$ cat src/rtl/traffic_mon_pkg.sv
// Shared types for the traffic light monitor.
// Lamp, phase and error encodings plus the per-road lamp decoder.
package traffic_mon_pkg;

  typedef enum logic [1:0] {
    L_G   = 2'd0,
    L_Y   = 2'd1,
    L_R   = 2'd2,
    L_ILL = 2'd3
  } lamp_e;

  typedef enum logic [2:0] {
    PH_INIT    = 3'd0,
    PH_R1_GO   = 3'd1,
    PH_R2_GO   = 3'd2,
    PH_WALK    = 3'd3,
    PH_ALL_RED = 3'd4,
    PH_BAD     = 3'd7
  } phase_e;

  typedef enum logic [2:0] {
    E_NONE     = 3'd0,
    E_ONEHOT   = 3'd1,
    E_CONFLICT = 3'd2,
    E_SEQ      = 3'd3,
    E_YLEN     = 3'd4,
    E_GLEN     = 3'd5,
    E_STUCK    = 3'd6
  } err_e;

  function automatic lamp_e decode_lamp(
    input logic g,
    input logic y,
    input logic r
  );
    case ({g, y, r})
      3'b100:  return L_G;
      3'b010:  return L_Y;
      3'b001:  return L_R;
      default: return L_ILL;
    endcase
  endfunction

endpackage

$ cat src/rtl/lamp_tracker.sv
// Per-road lamp state and duration tracking.
// Flags illegal sequencing, yellow/green length and stuck lamps.
module lamp_tracker
  import traffic_mon_pkg::*;
#(
  parameter int Y_CYC     = 3,
  parameter int G_MIN     = 2,
  parameter int G_MAX     = 40,
  parameter int STUCK_MAX = 64,
  parameter int DW        = $clog2(STUCK_MAX + 1)
) (
  input  logic  clk,
  input  logic  rst_n,
  input  logic  en,
  input  logic  prev_valid,
  input  lamp_e lamp,
  output logic  seq_err,
  output logic  ylen_err,
  output logic  glen_err,
  output logic  stuck_err,
  output lamp_e cur_state
);

  localparam logic [DW-1:0] YC   = DW'(Y_CYC);
  localparam logic [DW-1:0] GMIN = DW'(G_MIN);
  localparam logic [DW-1:0] GMAX = DW'(G_MAX);
  localparam logic [DW-1:0] SMAX = DW'(STUCK_MAX);

  lamp_e          st_q, st_d;
  logic [DW-1:0]  cnt_q, cnt_d, cnt_inc;
  logic           moved, legal;

  always_comb begin
    st_d      = st_q;
    cnt_d     = cnt_q;
    seq_err   = 1'b0;
    ylen_err  = 1'b0;
    glen_err  = 1'b0;
    stuck_err = 1'b0;
    cnt_inc   = (cnt_q == SMAX) ? cnt_q : cnt_q + 1'b1;
    // ILL on either side is never a transition
    moved = prev_valid && st_q != L_ILL &&
            lamp != L_ILL && lamp != st_q;
    legal = (st_q == L_G && lamp == L_Y) ||
            (st_q == L_Y && lamp == L_R) ||
            (st_q == L_R && lamp == L_G);
    if (en) begin
      if (lamp == L_ILL) begin
        st_d  = L_ILL;
        cnt_d = '0;
      end else if (lamp != st_q) begin
        st_d  = lamp;
        cnt_d = DW'(1);
      end else begin
        cnt_d = cnt_inc;
      end
      if (moved) begin
        seq_err  = !legal;
        ylen_err = st_q == L_Y && cnt_q != YC;
        glen_err = st_q == L_G && cnt_q < GMIN;
      end else if (prev_valid && lamp == st_q &&
                   st_q == L_G && cnt_q == GMAX) begin
        glen_err = 1'b1;
      end
      stuck_err = cnt_d == SMAX && cnt_q != SMAX;
    end
  end

  always_ff @(posedge clk or negedge rst_n) begin
    if (!rst_n) begin
      st_q  <= L_ILL;
      cnt_q <= '0;
    end else begin
      st_q  <= st_d;
      cnt_q <= cnt_d;
    end
  end

  assign cur_state = st_q;

endmodule

$ cat src/rtl/traffic_monitor.sv
// Passive checker for the traffic light lamp outputs.
// Decodes phase, checks legality and keeps sticky error state.
module traffic_monitor
  import traffic_mon_pkg::*;
#(
  parameter int Y_CYC     = 3,
  parameter int G_MIN     = 2,
  parameter int G_MAX     = 40,
  parameter int STUCK_MAX = 64,
  parameter int CNT_W     = 8
) (
  input  logic             clk,
  input  logic             rst,
  input  logic             chk_en,
  input  logic             road1_g,
  input  logic             road1_y,
  input  logic             road1_r,
  input  logic             road2_g,
  input  logic             road2_y,
  input  logic             road2_r,
  input  logic             walk_g,
  input  logic             walk_r,
  output logic [2:0]       phase,
  output logic             phase_chg,
  output logic             err,
  output logic [2:0]       err_code,
  output logic [CNT_W-1:0] err_cnt
);

  localparam logic [CNT_W-1:0] CNT_MAX = '1;

  logic [7:0]       lamps_q, lamps_d;
  logic             en_q, en_d;
  logic             pv_q, pv_d;
  phase_e           phase_q, phase_d, ph;
  logic             chg_q, chg_d;
  logic             err_q, err_d;
  err_e             code_q, code_d, code;
  logic [CNT_W-1:0] cnt_q, cnt_d;

  lamp_e r1, r2, w;
  logic  onehot, conflict, any_err;
  logic  r1_seq, r1_ylen, r1_glen, r1_stuck;
  logic  r2_seq, r2_ylen, r2_glen, r2_stuck;
  lamp_e r1_st_unused, r2_st_unused;

  always_comb begin
    lamps_d = {road1_g, road1_y, road1_r,
               road2_g, road2_y, road2_r,
               walk_g, walk_r};
    en_d    = chk_en;
  end

  always_ff @(posedge clk or negedge rst) begin
    if (!rst) begin
      lamps_q <= '0;
      en_q    <= 1'b0;
    end else begin
      lamps_q <= lamps_d;
      en_q    <= en_d;
    end
  end

  always_comb begin
    r1 = decode_lamp(lamps_q[7], lamps_q[6], lamps_q[5]);
    r2 = decode_lamp(lamps_q[4], lamps_q[3], lamps_q[2]);
    case (lamps_q[1:0])
      2'b10:   w = L_G;
      2'b01:   w = L_R;
      default: w = L_ILL;
    endcase
  end

  lamp_tracker #(
    .Y_CYC(Y_CYC), .G_MIN(G_MIN),
    .G_MAX(G_MAX), .STUCK_MAX(STUCK_MAX)
  ) u_road1 (
    .clk       (clk),
    .rst_n     (rst),
    .en        (en_q),
    .prev_valid(pv_q),
    .lamp      (r1),
    .seq_err   (r1_seq),
    .ylen_err  (r1_ylen),
    .glen_err  (r1_glen),
    .stuck_err (r1_stuck),
    .cur_state (r1_st_unused)
  );

  lamp_tracker #(
    .Y_CYC(Y_CYC), .G_MIN(G_MIN),
    .G_MAX(G_MAX), .STUCK_MAX(STUCK_MAX)
  ) u_road2 (
    .clk       (clk),
    .rst_n     (rst),
    .en        (en_q),
    .prev_valid(pv_q),
    .lamp      (r2),
    .seq_err   (r2_seq),
    .ylen_err  (r2_ylen),
    .glen_err  (r2_glen),
    .stuck_err (r2_stuck),
    .cur_state (r2_st_unused)
  );

  always_comb begin
    onehot   = r1 == L_ILL || r2 == L_ILL || w == L_ILL;
    conflict = (r1 != L_R && r2 != L_R) ||
               (w == L_G && (r1 != L_R || r2 != L_R));
    if ((r1 == L_G || r1 == L_Y) && r2 == L_R && w == L_R)
      ph = PH_R1_GO;
    else if ((r2 == L_G || r2 == L_Y) && r1 == L_R && w == L_R)
      ph = PH_R2_GO;
    else if (r1 == L_R && r2 == L_R && w == L_G)
      ph = PH_WALK;
    else if (r1 == L_R && r2 == L_R && w == L_R)
      ph = PH_ALL_RED;
    else
      ph = PH_BAD;
    // lowest code wins when several checks fire together
    priority case (1'b1)
      onehot:               code = E_ONEHOT;
      conflict:             code = E_CONFLICT;
      r1_seq  || r2_seq:    code = E_SEQ;
      r1_ylen || r2_ylen:   code = E_YLEN;
      r1_glen || r2_glen:   code = E_GLEN;
      r1_stuck || r2_stuck: code = E_STUCK;
      default:              code = E_NONE;
    endcase
    any_err = en_q && code != E_NONE;
  end

  always_comb begin
    phase_d = phase_q;
    chg_d   = 1'b0;
    pv_d    = en_q;
    err_d   = err_q;
    code_d  = code_q;
    cnt_d   = cnt_q;
    if (en_q) begin
      phase_d = ph;
      chg_d   = pv_q && ph != phase_q;
    end
    if (any_err) begin
      err_d = 1'b1;
      if (!err_q)
        code_d = code;
      if (cnt_q != CNT_MAX)
        cnt_d = cnt_q + 1'b1;
    end
  end

  always_ff @(posedge clk or negedge rst) begin
    if (!rst) begin
      phase_q <= PH_INIT;
      chg_q   <= 1'b0;
      pv_q    <= 1'b0;
      err_q   <= 1'b0;
      code_q  <= E_NONE;
      cnt_q   <= '0;
    end else begin
      phase_q <= phase_d;
      chg_q   <= chg_d;
      pv_q    <= pv_d;
      err_q   <= err_d;
      code_q  <= code_d;
      cnt_q   <= cnt_d;
    end
  end

  assign phase     = phase_q;
  assign phase_chg = chg_q;
  assign err       = err_q;
  assign err_code  = code_q;
  assign err_cnt   = cnt_q;

endmodule
$ cat config.mk
export PLATFORM = sky130hd
export DESIGN_NAME = traffic_monitor
export DESIGN_NICKNAME = d
export VERILOG_FILES = /design/src/rtl/traffic_mon_pkg.sv /design/src/rtl/lamp_tracker.sv /design/src/rtl/traffic_monitor.sv
export SDC_FILE = /design/constraint.sdc
export NUM_CORES = 1
export LEC_CHECK = 0
export ABC_AREA = 1
export CORE_MARGIN = 2
export CORE_UTILIZATION = 35
export CTS_CLUSTER_DIAMETER = 60
export DETAILED_ROUTE_END_ITERATION = 6
export GPL_ROUTABILITY_DRIVEN = 0
export REMOVE_ABC_BUFFERS = 1
export SLEW_MARGIN = 20
export SYNTH_ARGS = -nofsm -noshare
export SYNTH_HDL_FRONTEND = slang
export SYNTH_HIERARCHICAL = 1
export SYNTH_SLANG_ARGS = --single-unit
$ cat constraint.sdc
create_clock -name clk -period 2.5 [get_ports clk]
set_input_delay 0.5 -clock clk [delete_from_list [all_inputs] [get_ports clk]]
set_output_delay 0.5 -clock clk [all_outputs]
set_load 0.02 [all_outputs]
# After elaboration in Yosys (flattened, before gate mapping)
# Cells that the tools add are included.
[totals]
mem_bits_ro = 0
regBits = 44
latch_bits = 0
mem_count = 0
ram_bits = 0
[classes]
shift = 0
order_cmp = 2
n_addsub = 3
n_mux = 42
n_reduce_logical = 63
bitwise = 1
div_mod_pow = 0
multipliers = 0
n_eq_ne = 42
[op_table]
columns = ["cell", "n"]
rows = [
  ["$mux 7", 8],
  ["$logic_and 1x1->1", 35],
  ["$eq 7x7->1 const B", 4],
  ["$mux 3", 9],
  ["$eq 2x2->1 const B", 9],
  ["$mux 1", 17],
  ["$add 7x1->7 const B", 2],
  ["$eq 7x6->1 const B", 2],
  ["$logic_or 1x1->1", 14],
  ["$lt 7x2->1 const B", 2],
  ["$ne 7x2->1 const B", 2],
  ["$ne 7x7->1 const B", 2],
  ["$ne 2x2->1 const B", 6],
  ["$pmux 2 s3", 2],
  ["$eq 2x1->1 const B", 5],
  ["$logic_not 2->1", 5],
  ["$mux 2", 5],
  ["$add 8x1->8 const B", 1],
  ["$ne 8x8->1 const B", 1],
  ["$reduce_and 2->1", 4],
  ["$eq 3x1->1 const B", 2],
  ["$eq 3x2->1 const B", 2],
  ["$eq 3x3->1 const B", 2],
  ["$eq 2x2->1", 2],
  ["other kinds (7)", 10],
]

# Logic depth before layout (Yosys ltp)
# Gate-level depths: netlist (run 1).
[logic_depth]
depth_word = 19
depth_mapped = 23
depth_no_buf = 23

# Hierarchy
# Netlist (run 1), hierarchy kept.
[by_module_without_submodules]
columns = ["module", "area_per_inst_um2", "n_inst", "cells_per_inst"]
rows = [
  ["traffic_monitor", 1463.9, 1, 177],
  ["lamp_tracker (u_road1)", 779.5, 1, 115],
  ["lamp_tracker (u_road2)", 743.2, 1, 111],
]

# Least setup slack after synthesis (run 1)
# Ideal clock, no wire load.
[synth_path]
path_type = "register -> register"
from = "register lamps_q[2]"
to = "register cnt_q[2] (netlist: err_cnt[2])"
t_arrival_ps = 2323
path_buffers = 1
t_required_ps = 2382
path_stages_with_launch = 24
setup_slack_ps = 60
path_cell_list = "dfrtp_1 -> inv_1 -> nand3b_1 -> nand2_1 -> inv_1 -> inv_1 -> nand2_1 -> nand2_1 -> nor2_4 -> nand2_4 -> nor2_4 -> nand2_2 -> nand2_1 -> inv_1 -> nand2_1 -> nor2_2 -> or2_2 -> nor2_1 -> nand2_1 -> inv_2 -> nand2_4 -> buf_6 -> nand4_1 -> nand2_1"
[synth_between]
elab_chain_cells = 19
[synth_rtl]
columns = ["element", "line", "text"]
rows = [
  ["start, declared", "traffic_monitor.sv:32", "logic [7:0] lamps_q, lamps_d;"],
  ["start signal, assigned", "traffic_monitor.sv:59", "lamps_q <= lamps_d;"],
  ["$eq 3x1->1, or another cell as far along", "traffic_mon_pkg.sv:36", "case ({g, y, r})"],
  ["$pmux 2 s3 (*)", "traffic_mon_pkg.sv:36", ""],
  ["via r2[1]", "traffic_monitor.sv:41", "lamp_e r1, r2, w;"],
  ["$ne 2x2->1", "lamp_tracker.sv:51", "end else if (lamp != st_q) begin"],
  ["$mux 7", "lamp_tracker.sv:51", ""],
  ["$mux 7 (*)", "lamp_tracker.sv:48", "if (lamp == L_ILL) begin"],
  ["$mux 7 (*)", "lamp_tracker.sv:47", "if (en) begin"],
  ["$eq 7x7->1 (*)", "lamp_tracker.sv:65", "stuck_err = cnt_d == SMAX && cnt_q != SMAX;"],
  ["$logic_and 1x1->1 (*)", "lamp_tracker.sv:65", ""],
  ["$mux 1 (*)", "lamp_tracker.sv:47", ""],
  ["via r2_stuck", "traffic_monitor.sv:44", "logic r2_seq, r2_ylen, r2_glen, r2_stuck;"],
  ["$logic_or 1x1->1 (*)", "traffic_monitor.sv:127", "r1_stuck || r2_stuck: code = E_STUCK;"],
  ["$mux 3 (*) (6 in a row)", "traffic_monitor.sv:121", "priority case (1'b1)"],
  ["$reduce_bool 3->1 (*)", "traffic_monitor.sv:130", "any_err = en_q && code != E_NONE;"],
  ["$logic_and 1x1->1 (*)", "traffic_monitor.sv:130", ""],
  ["$reduce_and 2->1 (no line) (*)", "--", ""],
  ["end signal, assigned", "traffic_monitor.sv:167", "cnt_q <= cnt_d;"],
  ["end, declared", "traffic_monitor.sv:39", "logic [CNT_W-1:0] cnt_q, cnt_d;"],
]
# The timed path passes the listed nets; every way through them passes the cells marked *. The select of a mux whose other input is x is not followed.
# A chain may end at the register's enable or synchronous reset.

# Worst setup path after layout (run 1)
[layout_path]
from = "register lamps_q[3]"
to = "register cnt_q[1] (netlist: err_cnt[1])"
[layout_rtl]
columns = ["element", "line", "text"]
rows = [
  ["$eq 3x1->1, or another cell as far along", "traffic_mon_pkg.sv:36", ""],
  ["$pmux 2 s3 (*)", "traffic_mon_pkg.sv:36", ""],
  ["via r2[1]", "traffic_monitor.sv:41", ""],
  ["$eq 2x1->1 or $eq 2x2->1 (tied branches)", "lamp_tracker.sv:44, lamp_tracker.sv:45", ""],
  ["$logic_and 1x1->1, on equally long branches", "lamp_tracker.sv:44, lamp_tracker.sv:45", ""],
  ["$logic_or 1x1->1", "lamp_tracker.sv:44", "legal = (st_q == L_G && lamp == L_Y) ||"],
  ["$logic_or 1x1->1", "lamp_tracker.sv:45", "(st_q == L_Y && lamp == L_R) ||"],
  ["$logic_not 1->1", "lamp_tracker.sv:58", "seq_err = !legal;"],
  ["$mux 1 (*)", "lamp_tracker.sv:57", "if (moved) begin"],
  ["$mux 1 (*)", "lamp_tracker.sv:47", ""],
  ["via r2_seq", "traffic_monitor.sv:44", ""],
  ["$logic_or 1x1->1 (*)", "traffic_monitor.sv:124", "r1_seq || r2_seq: code = E_SEQ;"],
  ["$mux 3 (*) (3 in a row)", "traffic_monitor.sv:121", ""],
  ["$reduce_bool 3->1 (*)", "traffic_monitor.sv:130", ""],
  ["$logic_and 1x1->1 (*)", "traffic_monitor.sv:130", ""],
  ["$reduce_and 2->1 (no line) (*)", "--", ""],
]
# Marks and branches as above.

==> results of run 1 <==
==> worst register-to-register path: cells and delay by family (launching register included) <==
kind                   cells  cell delay, ns
buffers and inverters      5            0.56
and+or+nand+nor           11            1.20
DFF                        1            0.42
AOI/OAI and AO/OA          1            0.31
==> routing by layer <==
| layer | vias up | routed length (um) | track usage, % |
|---|---|---|---|
| li1 | 1468 | - | - |
| met1 | 1348 | 3230 | 20.9 |
| met2 | 67 | 3720 | 28.6 |
| met3 | 12 | 261 | 2.64 |
| met4 | 0 | 129 | 5.75 |
| met5 | - | 0 | 0 |
==> state kept, by name (all words and copies together), names as in the netlist <==
name and flops:
en_q 1, err 1, err_cnt 8, err_code 3, lamps_q 8, phase 3, phase_chg 1, pv_q 1
u_road1/cnt_q 7, u_road1/cur_state 2, u_road2/cnt_q 7, u_road2/cur_state 2
==> synthesized netlist by cell type (all sizes together) <==
cell    instances  share of area, %
dfrtp          40                34
nor4            4              0.84
ha              7               2.9
inv            58               7.3
a21oi           5              0.96
buf             9               2.3
dfstp           4               3.5
xor2            7               2.1
nor3b           1              0.25
o21bai          1              0.25
nand2         125                18
nand3          37               8.0
nand3b          3              0.75
nand4          26               5.4
a211oi          1              0.25
or2             2              0.42
o31ai           1              0.25
xnor2           5               1.5
nor3            4              0.67
nor2           35               6.4
o21ai          28               4.7
==> kinds of logic after synthesis <==
| group | after synthesis | synth area share, % |
|---|---|---|
| AND/OR/NAND/NOR | 237 | 40.5 |
| buffers and inverters | 67 | 9.64 |
| flip-flops | 44 | 37.0 |
| AO/OA/AOI/OAI | 36 | 6.41 |
| XOR/XNOR | 12 | 3.52 |
| adder cells (fa/ha/maj) | 7 | 2.93 |
==> power by group through the flow <==
| stage | clock, mW | combinational (mW) | sequential (mW) |
|---|---|---|---|
| 5_1_grt | 0.532 | 0.756 | 0.923 |
| 3_3_place_gp | 0 | 0.586 | 0.911 |
| 3_5_place_dp | 0 | 0.592 | 0.913 |
| 2_1_floorplan | 0 | 0.294 | 0.948 |
| 6_report | 0.480 | 0.685 | 0.908 |
| 4_1_cts | 0.509 | 0.630 | 0.900 |
==> cell type report <==
| class | instances | area (um2) |
|---|---|---|
| well taps | 105 | 131 |
| fillers | 801 | 4220 |
| flip-flops and latches | 44 | 1110 |
| inverters | 58 | 225 |
| multi-input cells | 293 | 1760 |
| clock buffers | 5 | 68.8 |
| repair buffers | 83 | 723 |
| clock inverters | 3 | 25.0 |
==> worst max path at each step <==
stage,startpoint,endpoint,slack (ns),cells after the start
finish,lamps_q[3]$_DFF_PN0_,err_cnt[1]$_DFFE_PN0P_,-0.1,17
global route,lamps_q[3]$_DFF_PN0_,err_cnt[7]$_DFFE_PN0P_,-0.27,23
CTS,lamps_q[2]$_DFF_PN0_,err_cnt[6]$_DFFE_PN0P_,0.0008,23
detailed placement,lamps_q[2]$_DFF_PN0_,err_cnt[6]$_DFFE_PN0P_,-0.27,23
global placement,lamps_q[2]$_DFF_PN0_,err_cnt[4]$_DFFE_PN0P_,-0.19,23
floorplan,lamps_q[2]$_DFF_PN0_,err_cnt[6]$_DFFE_PN0P_,0.08,23
==> per-stage QoR <==
| step | hold WS, ns | setup TNS, ns | instance area, um2 |
|---|---|---|---|
| after CTS | 0.286 | 0 | 3840 |
| final | 0.266 | -0.720 | 4040 |
| after global routing | 0.309 | -2.90 | 4040 |
| after floorplan | 0.204 | 0 | 2920 |
| after detailed placement | 0.483 | -2.79 | 3600 |
| after global placement | 0.482 | -2.03 | 3600 |
==> timing repair <==
action,4_1_cts,5_1_grt
endpoints found under the hold margin,0,0
endpoints found under the setup margin,12,12
cloned,1,0
resized for setup,22,37
setup buffers,9,8
pin swaps,16,24
==> impl_metrics.csv, run 1 <==
group,metric,value,unit
layout,final_cell_mix,"88 x nand2_1, 51 x buf_4, 44 x inv_1",
power,switchingPower,0.751,mW
power,p_leak,1.95,nW
clock_network,htree_levels,2,
critical_path,start_kind,"flop",
power,switching_share,36.3,%
logic_synthesis,avgSynthCellArea,7.41,um2
placed_design,place_inst,565,
logic_synthesis,yosys_warnings,6,
critical_path,rr_worst_depth,17,
layout,layout.cells.most_common,"nand2_1",
critical_path,cp_top_family,"simple AND/OR/NAND/NOR gates",
layout,n_antenna_cell,0,
die,pin_count,27,
critical_path,worst_r2r_endpoint,"err_cnt[1]$_DFFE_PN0P_",
global_route,grt_pass1_vias,2653,
power,p_comb_share,33.0,%
power,vdd_drop_max,0.349,mV
placed_design,pre_cts_ws,-0.271,ns
logic_synthesis,syn_inst,403,
logic_synthesis,syn_area,2990,um2
sta,hold_viol_final,0,
critical_path,worst_ep_required_time,2.70,ns
placed_design,portBuffers,26,
detailed_routing,routed_via_density,4.90,
sta,period_share,104,%
die,dieArea,9290,um2
layout,fin_cells,591,
detailed_routing,vias,2895,
critical_path,worst_path_most_repeated_cell,"nand2_2",
placed_design,hpwl,4.95,mm
power,p_int,1.32,mW
global_route,grt_overflow,0,
clock_network,worstSkewPairLatency,0.30,ns
critical_path,cp_num_buf_inv,5,
global_route,grt_max_degree,45,
sta,timing.final.setup_violations,12,
sta,worst_pin_slew,0.554,ns
clock_network,clk_path_buf_depth,2,
critical_path,max_stage_delay,0.42,ns
logic_synthesis,ys_ff_latch,44,
clock_network,cts_tree,"done",
global_route,grt_use_total,16.5,%
power,p_total,2.07,mW
flow_run,cap_violations,0,
critical_path,r2r_setup_slack,-0.1,ns
power,seqPwrFrac,43.8,%
detailed_routing,wl,7.34,mm
layout,finish.utilization,48.9,%
global_route,grt_pass1_wl,12.1,mm
detailed_routing,post_drt_wl_per_cell,12.4,um
logic_synthesis,ys_seq_area_share,37.0,%
critical_path,r2r_start,"lamps_q[3]$_DFF_PN0_",
power,clkPwrFrac,23.2,%
run_status,violations,"setup timing",
layout,synthToLayoutAreaGrowth,35.1,%
sta,layout_min_cycle_time,2.60,ns
die,initial_utilization,36.2,%
detailed_routing,drt_iter0_drc,101,
run_status,outcome,"finished, violations left",
die,die_y,96.4,um
critical_path,slowest_stage,"dfrtp_1",
sta,setup_slack,-0.0986,ns
logic_synthesis,ys_types,33,
clock_network,clock_sinks,44,
layout,drive_gt1_share,32.1,%
clock_network,cts_buffers,5,
detailed_routing,ant_nets,0,
critical_path,cp.arrival,2.80,ns
clock_network,cts_root_buffer,"clkbuf_8",
power,p_per_area,513,nW/um2
hold_path,worstHoldPathType,"input port to async pin",
critical_path,endpoint_kind,"flop",
clock_network,cts_hold_buf,0,
detailed_routing,drc_errors,0,
critical_path,setup.worst_path.class,"flop to flop",
critical_path,cp_cell_sequence,"nor2_1 > nand2_1 > nand2_2 > inv_2 > inv_1 > nand2_2 > buf_4 > o31ai_1 > nor4_2 > nor2_1 > buf_4 > nand3_2 > nor2_4 > nand2_4 > buf_12 > nand4_1 > nand2_2",
critical_path,cp_max_fo,4,
die,die_w,96.4,um
detailed_routing,dr.pass1.iters,4,
die,core,8260,um2
global_route,antenna_found_initial,0,
die,rows,33,
sta,max_freq,0.385,GHz
sta,slew_viol_final,0,
clock_network,clk_pin_slew_worst_paths,0.09,ns
sta,max_slew_margin,63.0,%
sta,rsz0062_at_grt,"yes",
layout,fin_nets,503,
sta,finClkSkew,0.00334,ns
Note: power is estimated with default switching activity, not from simulation.
==> run 2, diff against run 1 <==
clock period = 3.25 ns   (was 2.5 ns; I/O delays follow)
==> run 2 against run 1 <==
  * The flow now finishes without violations
  * First-iteration DRC count fell by 16%
  * Die area did not move
  * Critical path depth rose by 6
  * Via count fell by 10%
  * Routed wire length fell by 14%
  * Highest routed layer unchanged
  * Sequential share of layout area rose by 4.8 points
  * Largest cell class unchanged
  * Non-clock buffer count fell by 56
  * Critical path type unchanged
  * Cell area fell by 15%
  * Sequential power fell by 23%
  * Combinational power fell by 41%
  * Global-route usage fell by 1.5 points
==> impl_metrics.csv, run 2 (synthesis gave the netlist of run 1 again) <==
group,metric,value,unit
run_status,outcome,"completed",
clock_network,clk_path_buf_depth,2,
global_route,grt_max_degree,45,
sta,rsz0062_at_grt,"no",
critical_path,rr_worst_depth,23,
clock_network,cts_hold_buf,0,
clock_network,clk_pin_slew_worst_paths,0.09,ns
critical_path,worst_path_most_repeated_cell,"nand2_1",
hold_path,worstHoldPathType,"input port to async pin",
clock_network,clock_sinks,44,
critical_path,cp.arrival,3.07,ns
detailed_routing,vias,2596,
detailed_routing,routed_via_density,4.86,
critical_path,worst_ep_required_time,3.49,ns
clock_network,cts_tree,"done",
critical_path,cp_max_fo,13,
sta,layout_min_cycle_time,2.84,ns
layout,finish.utilization,41.6,%
clock_network,cts_buffers,5,
sta,hold_viol_final,0,
critical_path,cp_top_family,"simple AND/OR/NAND/NOR gates",
critical_path,cp_cell_sequence,"nor2_1 > nand2_1 > nand2_1 > inv_1 > inv_1 > nand2_1 > nand2_1 > nor2_4 > nand2_4 > nor2_4 > nand2_2 > nand2_1 > inv_1 > nand2_1 > nor2_2 > or2_2 > nor2_1 > nand2_1 > inv_2 > nand2_4 > nand3_2 > nand2_1 > nand2_1",
placed_design,portBuffers,26,
power,p_leak,1.67,nW
sta,finalSetupTns,0,ns
placed_design,pre_cts_ws,0.437,ns
sta,period_share,87.3,%
global_route,grt_pass1_vias,2505,
critical_path,start_kind,"flop",
layout,synthToLayoutAreaGrowth,15.0,%
global_route,grt_overflow,0,
sta,max_slew_margin,63.3,%
global_route,antenna_found_initial,0,
detailed_routing,dr.pass1.iters,4,
layout,layout.cells.most_common,"nand2_1",
clock_network,post_cts_buffers,0,
sta,fin_hold_ws,0.327,ns
sta,max_freq,0.353,GHz
sta,finClkSkew,0.00730,ns
die,initial_utilization,36.2,%
layout,drive_gt1_share,13.5,%
detailed_routing,wl,6.30,mm
layout,fin_nets,446,
clock_network,cts_resized,0,
critical_path,cp_num_buf_inv,4,
critical_path,cp.depth,23,
global_route,grt_use_total,15.0,%
die,rows,33,
layout,final_cell_mix,"113 x nand2_1, 50 x inv_1, 40 x dfrtp_1",
global_route,grt_pass1_wl,11.0,mm
critical_path,endpoint_kind,"flop",
critical_path,endpoint,"err_cnt[4]$_DFFE_PN0P_",
sta,setup_slack,0.414,ns
layout,n_antenna_cell,0,
critical_path,r2r_setup_slack,0.41,ns
detailed_routing,drt_iter0_drc,85,
critical_path,worst_r2r_endpoint,"err_cnt[4]$_DFFE_PN0P_",
die,core,8260,um2
die,pin_count,27,
critical_path,max_stage_delay,0.45,ns
die,die_y,96.4,um
critical_path,slowest_stage,"dfrtp_1",
detailed_routing,ant_nets,0,
detailed_routing,drc_errors,0,
die,die_w,96.4,um
sta,worst_pin_slew,0.551,ns
placed_design,hpwl,4.66,mm
detailed_routing,post_drt_wl_per_cell,11.8,um
die,dieArea,9290,um2
critical_path,setup.worst_path.class,"flop to flop",
sta,slew_viol_final,0,
power,vdd_drop_max,0.247,mV
clock_network,htree_levels,2,
critical_path,crit_start,"lamps_q[2]$_DFF_PN0_",
clock_network,worstSkewPairLatency,0.30,ns
power,p_per_area,449,nW/um2
critical_path,r2r_start,"lamps_q[2]$_DFF_PN0_",
flow_run,cap_violations,0,
sta,timing.final.setup_violations,0,
clock_network,cts_root_buffer,"clkbuf_8",
run 2: changes by cell type in the layout (fill, tap and decap cells not counted), moves of 3 or more:
cell,previous run,this run
nor2_1,20,23
inv_1,44,50
buf_4,51,2
nand2_2,26,6
inv_2,11,8
nand2_4,12,6
inv_4,3,0
nand2_1,88,113
buf_6,4,0
run 2: worst min path at each step:
stage / to / cells past startpoint / slack, ns
2_1_floorplan: en_q$_DFF_PN0_ / 0 / 0.35
3_3_place_gp: err_code[1]$_DFFE_PN0P_ / 2 / 0.48
3_5_place_dp: err_code[1]$_DFFE_PN0P_ / 2 / 0.46
4_1_cts: err_code[1]$_DFFE_PN0P_ / 2 / 0.50
5_1_grt: u_road2/cnt_q[5]$_DFFE_PN0P_ / 1 / 0.37
6_report: u_road2/cnt_q[5]$_DFFE_PN0P_ / 1 / 0.33
run 2: per-layer routing:
layer,vias to the layer above,routed length [um],global-route usage [%]
met2,50,2950,25.2
met1,1185,3060,19.5
met4,0,80,5.63
met3,9,202,2.40
li1,1352,-,-
met5,-,0,0
run 2: through the flow:
step	area (um2)	power, mW	std cells
floorplan	2920	0.956	394
global placement	3310	1.11	526
detailed placement	3310	1.11	526
CTS	3430	1.57	534
global route	3430	1.65	534
finish	3430	1.54	534
run 2: cell type report:
| class | instances | area [um2] |
|---|---|---|
| clock buffer | 6 | 82.6 |
| clock inverter | 2 | 38.8 |
| fill | 857 | 4820 |
| inverter | 58 | 218 |
| multi-input combinational | 292 | 1590 |
| sequential | 44 | 1110 |
| tap | 105 | 131 |
| timing repair buffer | 27 | 265 |
run 2: worst reg2reg max path: cells and delay by family (launching register included):
kind          cells  cell delay (ns)
flops             1             0.45
simple gates     19             2.03
buf+inv           4             0.30
run 2: power by group:
part / internal (mW) / total (mW) / switching (mW)
clock network: 0.251 / 0.443 / 0.192
registers: 0.610 / 0.695 / 0.0847
logic: 0.171 / 0.403 / 0.231
